**src/rtl/mem_bus_bridge_pkg.sv**
```systemverilog
// Shared types for the MEM-stage data bus bridge: FSM state encodings,
// fault-cause codes for debug, and the alignment helper.
package mem_bus_bridge_pkg;

    typedef enum logic [1:0] {
        StIdle = 2'd0,
        StReq  = 2'd1,
        StDone = 2'd2
    } bridge_state_e;

    typedef enum logic [1:0] {
        FaultNone     = 2'd0,
        FaultMisalign = 2'd1,
        FaultBusErr   = 2'd2,
        FaultTimeout  = 2'd3
    } fault_cause_e;

    // Only word accesses exist, so any nonzero byte offset is a fault.
    function automatic logic is_misaligned(input logic [1:0] byte_off);
        return byte_off != 2'b00;
    endfunction

endpackage

```
**src/rtl/mem_bus_bridge_timeout_cnt.sv**
```systemverilog
// bus_timeout_cnt: clearable up-counter that flags the last permitted
// wait cycle (count == TIMEOUT_CYCLES-1).
module bus_timeout_cnt #(
    parameter int unsigned TIMEOUT_CYCLES = 64
) (
    input  logic clk,
    input  logic rst_n,
    input  logic clr,
    input  logic en,
    output logic expired
);

    localparam int unsigned CntW = (TIMEOUT_CYCLES > 2) ? $clog2(TIMEOUT_CYCLES) : 1;

    logic [CntW-1:0] cnt_q;

    always_ff @(posedge clk or negedge rst_n) begin
        if (!rst_n) begin
            cnt_q <= '0;
        end else if (clr) begin
            cnt_q <= '0;
        end else if (en) begin
            cnt_q <= cnt_q + 1'b1;
        end
    end

    assign expired = (cnt_q == CntW'(TIMEOUT_CYCLES - 1));

endmodule

```
**src/rtl/mem_bus_bridge.sv**
```systemverilog
// MEM-stage to wait-state data bus bridge with stall, misalign/bus-error/timeout
// faulting and squash handling. Optional counters behind MEM_BRIDGE_PERF_EN.
module mem_bus_bridge
    import mem_bus_bridge_pkg::*;
#(
    parameter int unsigned TIMEOUT_CYCLES = 64,
    parameter logic [31:0] FAULT_RDATA    = 32'h0000_0000
) (
    input  logic        clk,
    input  logic        rst_n,
    input  logic        mem_ren,
    input  logic        mem_wen,
    input  logic [31:0] mem_addr,
    input  logic [31:0] mem_dout,
    input  logic        mem_flush,
    output logic [31:0] mem_din,
    output logic        mem_stall,
    output logic        mem_fault,
    output logic        bus_req,
    output logic        bus_we,
    output logic [31:0] bus_addr,
    output logic [31:0] bus_wdata,
    input  logic        bus_ack,
    input  logic        bus_err,
    input  logic [31:0] bus_rdata
`ifdef MEM_BRIDGE_PERF_EN
    ,
    output logic [31:0] perf_access_cnt,
    output logic [31:0] perf_stall_cnt,
    output logic [15:0] perf_fault_cnt
`endif
);

    bridge_state_e state_q;
    logic [31:0]   rdata_q;
    logic [31:0]   din_q;
    logic          fault_q;
    logic          drop_q;
    logic          tmo_expired;
    logic          req;

    assign req = mem_ren | mem_wen;

    bus_timeout_cnt #(
        .TIMEOUT_CYCLES(TIMEOUT_CYCLES)
    ) u_timeout_cnt (
        .clk    (clk),
        .rst_n  (rst_n),
        .clr    (state_q != StReq),
        .en     (state_q == StReq),
        .expired(tmo_expired)
    );

    always_ff @(posedge clk or negedge rst_n) begin
        if (!rst_n) begin
            state_q   <= StIdle;
            bus_req   <= 1'b0;
            bus_we    <= 1'b0;
            bus_addr  <= '0;
            bus_wdata <= '0;
            rdata_q   <= '0;
            din_q     <= '0;
            fault_q   <= 1'b0;
            drop_q    <= 1'b0;
        end else begin
            unique case (state_q)
                StIdle: begin
                    drop_q <= 1'b0;
                    if (req && !mem_flush) begin
                        if (is_misaligned(mem_addr[1:0])) begin
                            fault_q <= 1'b1;
                            state_q <= StDone;
                        end else begin
                            bus_req   <= 1'b1;
                            bus_we    <= mem_wen;
                            bus_addr  <= mem_addr;
                            bus_wdata <= mem_dout;
                            state_q   <= StReq;
                        end
                    end
                end
                StReq: begin
                    if (mem_flush) begin
                        drop_q <= 1'b1;
                    end
                    // A squashed access still finishes on the bus but never reaches DONE.
                    if (bus_ack) begin
                        bus_req <= 1'b0;
                        rdata_q <= bus_rdata;
                        fault_q <= bus_err;
                        state_q <= (drop_q || mem_flush) ? StIdle : StDone;
                    end else if (tmo_expired) begin
                        bus_req <= 1'b0;
                        fault_q <= 1'b1;
                        state_q <= (drop_q || mem_flush) ? StIdle : StDone;
                    end
                end
                StDone: begin
                    din_q   <= mem_din;
                    state_q <= StIdle;
                end
                default: state_q <= StIdle;
            endcase
        end
    end

    always_comb begin
        mem_stall = 1'b0;
        case (state_q)
            StIdle:  mem_stall = req & ~mem_flush;
            StReq:   mem_stall = 1'b1;
            default: mem_stall = 1'b0;
        endcase
    end

    // Outside DONE the read data holds whatever was last delivered.
    assign mem_din   = (state_q == StDone) ? (fault_q ? FAULT_RDATA : rdata_q) : din_q;
    assign mem_fault = (state_q == StDone) & fault_q;

`ifdef MEM_BRIDGE_PERF_EN
    always_ff @(posedge clk or negedge rst_n) begin
        if (!rst_n) begin
            perf_access_cnt <= '0;
            perf_stall_cnt  <= '0;
            perf_fault_cnt  <= '0;
        end else begin
            if (state_q == StDone) begin
                perf_access_cnt <= perf_access_cnt + 32'd1;
            end
            if (mem_fault) begin
                perf_fault_cnt <= perf_fault_cnt + 16'd1;
            end
            if (mem_stall) begin
                perf_stall_cnt <= perf_stall_cnt + 32'd1;
            end
        end
    end
`else
`endif

endmodule

```
**config.mk**
```make
export PLATFORM = sky130hd
export DESIGN_NAME = mem_bus_bridge
export DESIGN_NICKNAME = d
export VERILOG_FILES = /design/src/rtl/mem_bus_bridge_pkg.sv /design/src/rtl/mem_bus_bridge_timeout_cnt.sv /design/src/rtl/mem_bus_bridge.sv
export SDC_FILE = /design/constraint.sdc
export NUM_CORES = 1
export LEC_CHECK = 0
export CELL_PAD_IN_SITES_DETAIL_PLACEMENT = 0
export CELL_PAD_IN_SITES_GLOBAL_PLACEMENT = 1
export CORE_MARGIN = 2
export CORE_UTILIZATION = 35
export DETAILED_ROUTE_END_ITERATION = 7
export PLACE_DENSITY = 0.77
export REMOVE_ABC_BUFFERS = 1
export SLEW_MARGIN = 10
export SYNTH_ARGS = -nofsm -noshare
export SYNTH_HDL_FRONTEND = slang
export SYNTH_HIERARCHICAL = 1
export SYNTH_SLANG_ARGS = --single-unit
```
**constraint.sdc**
```tcl
create_clock -name clk -period 1.9 [get_ports clk]
set_input_delay 0.38 -clock clk [delete_from_list [all_inputs] [get_ports clk]]
set_output_delay 0.38 -clock clk [all_outputs]
set_load 0.05 [all_outputs]
```
# After elaboration in Yosys (flattened, before gate mapping)
# Cells that the tools add are included.
[word_totals]
ff_bits = 140
in_bits = 103
out_inout_bits = 100
elab_cells = 61
[op_classes]
addsub = 1
eq_ne = 9
muxes = 23
bitwise = 5
reduce_logical = 13
[op_table]
columns = ["operator", "n"]
rows = [
  ["32-bit 2-to-1 mux", 2],
  ["6-bit 2-to-1 mux", 2],
  ["2-bit 2-to-1 mux", 5],
  ["1-bit 2-to-1 mux", 9],
  ["2-bit inequality test, second input constant", 4],
  ["1-bit case mux with 2 select lines", 4],
  ["4-bit AND reduction", 2],
  ["6-bit by 1-bit adder with 6-bit output, second input constant", 1],
  ["6-bit equality test, second input constant", 1],
  ["2-bit AND reduction", 3],
  ["2-bit nonzero test", 3],
  ["2-bit case mux with 2 select lines", 1],
  ["3-bit inequality test, second input constant", 1],
  ["3-bit AND reduction", 1],
  ["1-bit AND", 2],
  ["2-bit by 1-bit equality test with 1-bit output, second input constant", 1],
  ["2-bit equality test, second input constant", 1],
  ["2-bit logical NOT", 1],
  ["2-bit by 1-bit inequality test with 1-bit output, second input constant", 1],
  ["1-bit NOT", 2],
  ["1-bit logical AND", 1],
  ["1-bit logical NOT", 1],
  ["1-bit logical OR", 1],
  ["1-bit OR", 1],
]

# Longest topological paths before layout
# Gate-level depths: netlist of the first run.
[logic_depth]
word_depth = 5
depth_mapped = 6

# Modules after synthesis
# The synthesis of the first run kept the hierarchy.
[by_module_without_submodules]
columns = ["mod", "instances", "cells_each", "area_each_um2"]
rows = [
  ["mem_bus_bridge", 1, 409, 5500.3],
  ["bus_timeout_cnt", 1, 28, 281.5],
]

# Worst setup path after synthesis of the first run
# Ideal clock, no wire load.
[synth_timing]
kind = "flip-flop to output port"
startpoint = "reg state_q[0]"
endpoint = "out mem_din[15]"
t_arrival_ns = 1.974
setup_slack_ns = -0.454
path_stages_with_launch = 5
path_buffers = 2
path_cell_list = "dfrtp_1 -> nand2b_1 -> buf_2 -> clkbuf_1 -> o21ai_0"
[synth_via]
elab_chain_cells = 2
[synth_lines]
columns = ["item", "line", "rtl"]
rows = [
  ["from (decl)", "mem_bus_bridge.sv:34", "bridge_state_e state_q;"],
  ["from (signal assigned)", "mem_bus_bridge.sv:56", "state_q <= StIdle;"],
  ["from (signal assigned)", "mem_bus_bridge.sv:72", "state_q <= StDone;"],
  ["from (signal assigned)", "mem_bus_bridge.sv:78", "state_q <= StReq;"],
  ["2-bit equality test", "mem_bus_bridge.sv:117", "assign mem_din = (state_q == StDone) ? (fault_q ? FAULT_RDATA : rdata_q) : din_q;"],
  ["32-bit 2-to-1 mux", "mem_bus_bridge.sv:117", ""],
  ["to (decl)", "mem_bus_bridge.sv:16", "output logic [31:0] mem_din,"],
]
# No other way between the ends.

# Final worst setup path of the first run
[layout_timing]
startpoint = "reg state_q[0]"
endpoint = "out mem_din[13]"
# The elaborated chain is that of the path after synthesis.

==> out/metrics.yaml, run 1 <==
status: "finished, violations left"
violations: "negative setup slack"
slowest_delay_ps: 410
drive_gt1_frac: 0.417
reg2reg_from: "state_q[1]$_DFFE_PN0P_"
cts_buffer_depth: 2
synth_edf_count: 0
dieArea_sq_um: 17600
drc: 0
start_util: 0.361
antenna_found_initial: 0
async_flop_share: 1.00
std_cell_rows: 46
synth_cells: 437
critical_path_class: "reg2out"
wl_per_cell_um: 18.5
setup_viol: 33
critPathSlowestCell: "dfrtp_1"
power_switching_mw: 4.62
synth_warnings: 6
dp_slack_ps: -61.3
ir_drop_v: 0.000711
grt_pass1_wl_um: 23700
final_hold_viol_count: 0
slew_violations: 0
grtUsageTotal: 0.173
p_comb_frac: 0.384
ant_nets: 0
io_pins: 203
slew_headroom: 0.654
rsz0062_at_grt: "yes"
grt_pass1_vias: 4314
hold_path.class: "in2async"
clkSinkCount: 140
clkLatencyLatePin_ps: 420
cp.required_ps: 1520
tightest_slew_ps: 521
dp_hpwl_um: 10300
path_clk_slew_ps: 60
num_vias: 4310
crit_chain: "nand2b_4, buf_12, clkbuf_16, o21ai_4, buf_6"
vias_per_cell: 4.79
share_clk_of_total_power: 0.281
power.leakage_nw: 4.37
synth_cell_types: 31
synth.most_common_cell: "dfrtp_1"
p_int_mw: 8.00
drtPass1Iterations: 5
fillerInstances: 1312
postSynthAreaPerCell_sq_um: 13.2
synthFlopType: "dfrtp_1"
min_period_over_period: 1.07
fmax_mhz: 490
syn_to_final_growth_pct: 63.8
finalWorstSetupSlack_ps: -141
cap_violations: 0
cp-startpoint: "state_q[0]$_DFFE_PN0P_"
p_per_area_nw_per_um2: 1330
start_kind: "flop"
swShare: 0.366
critical-path-top-delay-family: "buffers and inverters"
cts_buffers: 17
synth_top_area_cell: "dfrtp_1"
fin_util: 0.592
synthTopCellsByArea: "dfrtp_1, mux2_4, mux2_2, o21ai_0, nand2_1"
path_buf_inv: 3
seq_power_share: 0.334
cts_tree: "done"
grt_max_degree: 63
fp.dieH_um: 133
gp_congestion: 0.724
yosysTopAreaCellShare: 0.606
synth_seq_cells: 140
syn_area_sq_um: 5780
fp.coreArea_sq_um: 16000
cts-root-buf: "clkbuf_16"
drt_iter0_drc: 172
overflow: 0
seq_area_sq_um: 3500
arrival_ps: 1660
fin_crit_ps: 2040
diodes: 0
multi_input_area_sq_um: 2520
nNetsFinal: 774
io_buffers: 202
die_x_um: 133
finClkSkew_ps: 6.36
setup.worst_path.end_class: "output port"
htreeDepth: 4
synth_commonest_cells: "dfrtp_1, nand2_1, o21ai_0"
wirelength_um: 16700
yosysSeqAreaShare: 0.606
worstPathMaxFanout: 5
-- per-layer routing --
layer / vias up / part of all wire / global-route usage
li1: 1992 / - / -
met1: 2174 / 0.41 / 0.212
met2: 119 / 0.52 / 0.288
met3: 25 / 0.045 / 0.0471
met4: 0 / 0.022 / 0.0699
met5: - / 0 / 0
-- cell families (layout without fill, tap and decap cells) --
family	after synthesis	after routing	synth area share
DFF	140	140	0.606
xor gates and xnor gates	4	4	0.00606
and+or+nand+nor	96	97	0.0701
adders and majority gates	1	1	0.00216
AOI/OAI and AO/OA	72	72	0.0647
buffers and inverters	28	273	0.0292
muxes	96	96	0.222
-- area by class of cell --
type | instances | share of cell area
Timing Repair Buffer | 238 | 0.268
Sequential cell | 140 | 0.370
Inverter | 3 | 0.00119
Clock buffer | 19 | 0.0468
Tap cell | 216 | 0.0285
Clock inverter | 13 | 0.0199
Multi-Input combinational cell | 270 | 0.266
-- flip-flops by register name, indices dropped and copies added, names as in the netlist --
signal / count
u_timeout_cnt/cnt_q: 6
drop_q: 1
din_q: 32
bus_we: 1
bus_addr: 32
fault_q: 1
rdata_q: 32
bus_req: 1
bus_wdata: 32
state_q: 2
-- cell usage in the layout (no fill, tap or decap), types with 2 or more instances in the layout --
cell type	instances
nor2_1	9
buf_8	4
buf_6	33
clkinv_2	2
bufinv_16	4
clkbuf_16	23
nand2_4	4
nand2_2	9
nand2_1	57
buf_12	14
clkinv_4	2
nand2b_1	2
o21ai_0	35
o21ai_4	26
and2_1	2
inv_6	3
mux2_2	40
nand2b_4	2
clkdlybuf4s50_1	101
clkinvlp_4	2
a21oi_1	2
dfrtp_1	139
buf_4	47
nand4_1	2
nor2_2	3
nand3_1	2
xor2_1	3
dlygate4sd2_1	31
o21ai_2	6
mux2_4	54
-- power by group through the flow --
stage / logic (mW) / registers, mW / clock network, mW
5_1_grt: 5.06 / 4.31 / 3.77
6_report: 4.85 / 4.22 / 3.55
3_3_place_gp: 4.47 / 4.22 / 0
4_1_cts: 4.49 / 4.21 / 3.63
2_1_floorplan: 1.44 / 5.70 / 0
3_5_place_dp: 4.53 / 4.26 / 0
-- what timing repair did --
item | 4_1_cts | 5_1_grt
endpoints found under the hold margin | 37 | 0
resized for setup | 82 | 99
gates cloned | 1 | 11
setup endpoints to repair | 65 | 34
pin swaps | 1 | 22
buffers inserted | 1 | 8
hold buffers | 1 | 0
-- final timing paths --
| path | endpoint | slack, ps | cells past startpoint |
|---|---|---|---|
| max | mem_din[13] | -140 | 5 |
| min reg2reg | bus_addr[1]$_DFFE_PN0P_ | 490 | 1 |
| min | bus_wdata[31]$_DFFE_PN0P_ | 460 | 2 |
| min in group clk | bus_addr[1]$_DFFE_PN0P_ | 490 | 1 |
| max in group asynchronous | state_q[1]$_DFFE_PN0P_ | 740 | 3 |
| max reg2reg | rdata_q[20]$_DFFE_PN0P_ | 170 | 6 |
-- through the flow --
step	power (mW)	area (sq um)	std cells	hold slack [ps]	setup TNS (ps)
finish	12.6	9470	899	459	-2990
global route	13.1	9470	899	487	-5140
CTS	12.3	8780	880	451	-3770
detailed placement	8.79	8030	845	328	-375
global placement	8.69	8030	845	325	-91.4
floorplan	7.14	5620	412	84.4	-99490
No activity file was read; power rests on OpenSTA's default activity.
==> run 2: changes to the inputs <==
==> constraint.sdc (replaced) <==
create_clock -name clk -period 1.9 [get_ports clk]
set_input_delay 0.19 -clock clk [delete_from_list [all_inputs] [get_ports clk]]
set_output_delay 0.19 -clock clk [all_outputs]
set_load 0.05 [all_outputs]
==> run 2 against run 1 <==
Net effect: clock skew grew 0.90 ps; critical endpoint is now mem_din[19]; the run now ends clean; combinational power shrank 4.9%; core utilization shrank 4.4 points; largest power group unchanged; maximum frequency grew 11%; design area shrank 7.4%; first-iteration DRC count shrank 1.7%; critical path type unchanged; sequential power is essentially flat.
==> out/metrics.yaml, run 2 (synthesis results as in run 1) <==
setup_viol: 0  # was 33
p_per_area_nw_per_um2: 1400  # was 1330 nW/um^2
final_common_cell: "clkdlybuf4s50_1"  # was dfrtp_1
io_buffers: 202  # unchanged
finClkSkew_ps: 7.26  # was 6.36 ps
final_hold_viol_count: 0  # unchanged
cts-root-buf: "clkbuf_16"  # unchanged
path_clk_slew_ps: 60  # about the same
dieArea_sq_um: 17600  # unchanged
dp_hpwl_um: 10100  # was 10300 um
fillerInstances: 1356  # was 1312
slew_headroom: 0.620  # was 0.654
clkSinkCount: 140  # unchanged
htreeDepth: 4  # unchanged
grt_pass1_vias: 4164  # was 4314
slew_violations: 0  # unchanged
drc: 0  # unchanged
grt_max_degree: 71  # was 63
status: "finished clean"  # was finished, violations left
cap_violations: 0  # unchanged
overflow: 0  # unchanged
cts_tree: "done"  # unchanged
hold_path.class: "in2async"  # unchanged
num_vias: 4055  # was 4310
clkLatencyLatePin_ps: 420  # about the same
drive_gt1_frac: 0.276  # was 0.417
r2r_cells: 6  # unchanged
final_cells: 876  # was 899
cts_buffer_depth: 2  # unchanged
final_cell_mix: "clkdlybuf4s50_1, dfrtp_1, nand2_1"  # was dfrtp_1, clkdlybuf4s50_1, nand2_1
antenna_found_initial: 0  # unchanged
nNetsFinal: 753  # was 774
diodes: 0  # unchanged
critPathSlowestCell: "dfrtp_1"  # unchanged
slowest_delay_ps: 370  # was 410 ps
critical_path_class: "reg2out"  # unchanged
fin_util: 0.548  # was 0.592
wl_per_cell_um: 16.5  # was 18.5 um
ir_drop_v: 0.00119  # was 0.000711 V
power.leakage_nw: 3.98  # was 4.37 nW
fp.coreArea_sq_um: 16000  # unchanged
power.total_mw: 12.3  # was 12.6 mW
seq_area_sq_um: 3500  # unchanged
rsz0062_at_grt: "yes"  # unchanged
io_pins: 203  # unchanged
fmax_mhz: 543  # was 490 MHz
min_period_over_period: 0.970  # was 1.07
cts_buffers: 17  # unchanged
fin_crit_ps: 1840  # was 2040 ps
setup.worst_path.end_class: "output port"  # unchanged
grt_pass1_wl_um: 23100  # was 23700 um
drtPass1Iterations: 4  # was 5
tightest_slew_ps: 569  # was 521 ps
multi_input_area_sq_um: 2130  # was 2520 sq um
wirelength_um: 14500  # was 16700 um
vias_per_cell: 4.63  # was 4.79
die_x_um: 133  # unchanged
ant_nets: 0  # unchanged
dp_cells: 841  # was 845
start_util: 0.361  # unchanged
cp.required_ps: 1710  # was 1520 ps
start_kind: "flop"  # unchanged
syn_to_final_growth_pct: 51.6  # was 63.8%
worstPathMaxFanout: 27  # was 5
gp_congestion: 0.722  # was 0.724
std_cell_rows: 46  # unchanged
drt_iter0_drc: 169  # was 172
grtUsageTotal: 0.170  # was 0.173
crit_chain: "nand2b_4, bufbuf_16, o21ai_1, buf_6"  # was nand2b_4, buf_12, clkbuf_16, o21ai_4, buf_6
arrival_ps: 1650  # was 1660 ps
fp.dieH_um: 133  # unchanged
run 2: changes by cell type in the layout (fill, tap and decap cells not counted), sizes merged:
cell,delta
nand2b,-1
clkbuf,-5
bufbuf,+1
clkdlybuf4s50,+66
dlygate4sd2,-31
clkinvlp,-1
clkinv,-1
inv,-1
buf,-50
run 2: worst paths after layout:
| path | end | start | slack, ps |
|---|---|---|---|
| worst max-delay path | mem_din[19] | state_q[0]$_DFFE_PN0P_ | 60 |
| worst max register to register | rdata_q[31]$_DFFE_PN0P_ | state_q[0]$_DFFE_PN0P_ | 150 |
| max in group asynchronous | rdata_q[23]$_DFFE_PN0P_ | rst_n | 1110 |
| worst min-delay path | bus_addr[21]$_DFFE_PN0P_ | rst_n | 160 |
| min in group clk | rdata_q[30]$_DFFE_PN0P_ | bus_rdata[30] | 370 |
| worst min register to register | din_q[19]$_DFFE_PN0N_ | din_q[19]$_DFFE_PN0N_ | 470 |
run 2: report_power, final:
group / total, mW / internal, mW / switching (mW)
Clock: 3.49 / 2.26 / 1.23
Combinational: 4.61 / 1.94 / 2.67
Sequential: 4.22 / 3.80 / 0.418
run 2: stage by stage:
step                instance area [sq um]  TNS [ps]  worst slack, ps  hold slack (ps)
floorplan                            5620    -91050            -1310             -106
global route                         8770      -127            -34.8              152
CTS                                  8740     -16.6            -6.65              137
detailed placement                   8050         0              131             24.6
finish                               8770         0             57.6              162
global placement                     8050         0              165             18.4
run 2: area by class of cell:
class                      count  area share
sequential                   140       0.400
timing repair buffer         218       0.254
inverter                       3     0.00128
clock inverter                10      0.0187
tap                          216      0.0308
multi-input combinational    269       0.243
clock buffer                  20      0.0521
run 2: metal layers:
| layer | track usage | up-vias | part of all wire |
|---|---|---|---|
| met4 | 0.0639 | 0 | 0.020 |
| li1 | - | 1922 | - |
| met2 | 0.277 | 102 | 0.51 |
| met5 | 0 | - | 0 |
| met3 | 0.0559 | 21 | 0.051 |
| met1 | 0.211 | 2010 | 0.42 |
run 2: critical path, delay by kind of cell (launching register included):
kind,cells,cell delay [ps]
buffers and inverters,2,500
flip-flops,1,370
AO/OA/AOI/OAI,1,200
AND/OR/NAND/NOR,1,180
run 2: repair_timing:
action,4_1_cts,5_1_grt
setup endpoints to repair,33,25
hold buffers,1,0
gates resized for setup,17,7
buffers inserted,1,2
hold endpoints to repair,140,0
gates cloned,1,0
==> run 3: changes to the inputs <==
--- a/config.mk
+++ b/config.mk
@@ -12,6 +12,7 @@
 export DETAILED_ROUTE_END_ITERATION = 7
 export PLACE_DENSITY = 0.77
 export REMOVE_ABC_BUFFERS = 1
+export SKIP_LAST_GASP = 1
 export SLEW_MARGIN = 10
 export SYNTH_ARGS = -nofsm -noshare
 export SYNTH_HDL_FRONTEND = slang
==> run 3 against run 2 <==
Net effect: wire length up 0.17%; clock power hardly changed; maximum frequency about the same; clock-buffer cell count is the same; worst setup slack worse by 1.1 ps; sequential power barely moved; register-to-register slack hardly changed; via count grew 0.15%; power hardly changed; die area unchanged; core utilization fell by 0.063 points; critical path type unchanged; critical endpoint unchanged; highest routed layer unchanged.
==> out/metrics.yaml, run 3 (synthesis results as in run 1) <==
status: "finished clean"  # unchanged
path_clk_slew_ps: 60  # about the same
cp.required_ps: 1710  # about the same
reg2reg_to: "rdata_q[31]$_DFFE_PN0P_"  # unchanged
cts_buffers: 17  # unchanged
reg2reg_from: "state_q[0]$_DFFE_PN0P_"  # unchanged
grt_pass1_wl_um: 23100  # unchanged
clkSinkCount: 140  # unchanged
drive_gt1_frac: 0.273  # was 0.276
die_x_um: 133  # unchanged
dp_cells: 841  # unchanged
r2r_cells: 6  # unchanged
power.total_mw: 12.3  # about the same
start_kind: "flop"  # unchanged
rsz0062_at_grt: "yes"  # unchanged
setup.worst_path.end_class: "output port"  # unchanged
final_cells: 876  # unchanged
tightest_slew_ps: 569  # unchanged
grt_max_degree: 71  # unchanged
wirelength_um: 14500  # about the same
multi_input_area_sq_um: 2120  # was 2130 sq um
drtPass1Iterations: 5  # was 4
num_vias: 4061  # was 4055
critical_path_class: "reg2out"  # unchanged
grtUsageTotal: 0.170  # unchanged
wl_per_cell_um: 16.6  # was 16.5 um
cts_tree: "done"  # unchanged
fp.dieH_um: 133  # unchanged
setup_viol: 0  # unchanged
vias_per_cell: 4.64  # was 4.63
fp.coreArea_sq_um: 16000  # unchanged
io_pins: 203  # unchanged
ir_drop_v: 0.00119  # about the same
final_cell_mix: "clkdlybuf4s50_1, dfrtp_1, nand2_1"  # unchanged
min_period_over_period: 0.970  # about the same
final_common_cell: "clkdlybuf4s50_1"  # unchanged
antenna_found_initial: 0  # unchanged
crit_end: "mem_din[19]"  # unchanged
cts_buffer_depth: 2  # unchanged
finClkSkew_ps: 8.04  # was 7.26 ps
fin_crit_ps: 1840  # about the same
drt_iter0_drc: 170  # was 169
final_hold_viol_count: 0  # unchanged
drc: 0  # unchanged
slew_headroom: 0.620  # unchanged
start_util: 0.361  # unchanged
fillerInstances: 1361  # was 1356
overflow: 0  # unchanged
grt_pass1_vias: 4164  # unchanged
power.leakage_nw: 3.98  # about the same
cts-root-buf: "clkbuf_16"  # unchanged
hold_path.class: "in2async"  # unchanged
arrival_ps: 1650  # about the same
p_per_area_nw_per_um2: 1410  # was 1400 nW/um^2
cap_violations: 0  # unchanged
slew_violations: 0  # unchanged
io_buffers: 202  # unchanged
gp_congestion: 0.722  # unchanged
htreeDepth: 4  # unchanged
rrSetupSlack_ps: 150  # about the same
fmax_mhz: 542  # was 543 MHz
std_cell_rows: 46  # unchanged
cp-startpoint: "state_q[0]$_DFFE_PN0P_"  # unchanged
dieArea_sq_um: 17600  # unchanged
seq_area_sq_um: 3500  # unchanged
nNetsFinal: 753  # unchanged
clkLatencyLatePin_ps: 420  # about the same
dp_hpwl_um: 10100  # unchanged
syn_to_final_growth_pct: 51.5  # was 51.6%
worstPathMaxFanout: 27  # unchanged
diodes: 0  # unchanged
ant_nets: 0  # unchanged
[run 3: worst min path at each step]
stage	from	end	slack (ps)
after floorplan	rst_n	bus_addr[0]$_DFFE_PN0P_	-110
after global placement	rst_n	bus_addr[3]$_DFFE_PN0P_	20
after detailed placement	rst_n	bus_addr[14]$_DFFE_PN0P_	20
after CTS	rst_n	bus_addr[14]$_DFFE_PN0P_	140
after global routing	rst_n	bus_addr[21]$_DFFE_PN0P_	150
final	rst_n	bus_addr[21]$_DFFE_PN0P_	160
[run 3: timing repair]
item | 4_1_cts | 5_1_grt
cloned | 1 | 0
setup buffers | 1 | 2
pin swaps | 0 | 0
gates resized for setup | 15 | 5
hold buffers | 1 | 0
endpoints found under the setup margin | 33 | 26
endpoints found under the hold margin | 140 | 0
[run 3: per-layer routing]
metal / wire length, um / vias up / GRT usage
met1: 6080 / 2012 / 0.211
li1: - / 1922 / -
met4: 302 / 0 / 0.0639
met3: 727 / 21 / 0.0559
met2: 7400 / 106 / 0.277
met5: 0 / - / 0
[run 3: worst max-delay path: stages (launching register included)]
cell and delay [ps]:
dfrtp_1 370, nand2b_4 180, bufbuf_16 310, o21ai_1 200
buf_6 190
[run 3: power breakdown]
part	internal [mW]	switching, mW
Combinational	1.94	2.67
Clock	2.26	1.24
Sequential	3.80	0.418
[run 3: area by class of cell]
class / instances / share of cell area
flip-flops and latches: 140 / 0.400
multi-input cells: 269 / 0.243
well taps: 216 / 0.0309
clock inverters: 10 / 0.0187
inverters: 3 / 0.00129
clock buffers: 20 / 0.0522
repair buffers: 218 / 0.254
[run 3: per-stage QoR]
| step | area (sq um) | setup slack (ps) | setup TNS (ps) | hold WS (ps) | utilization |
|---|---|---|---|---|---|
| 2_1_floorplan | 5620 | -1310 | -91050 | -106 | - |
| 3_3_place_gp | 8050 | 165 | 0 | 18.4 | 0.503 |
| 3_5_place_dp | 8050 | 131 | 0 | 24.6 | 0.503 |
| 4_1_cts | 8740 | -12.6 | -34.2 | 137 | 0.546 |
| 5_1_grt | 8760 | -34.8 | -154 | 152 | 0.547 |
| 6_report | 8760 | 56.5 | 0 | 162 | 0.547 |
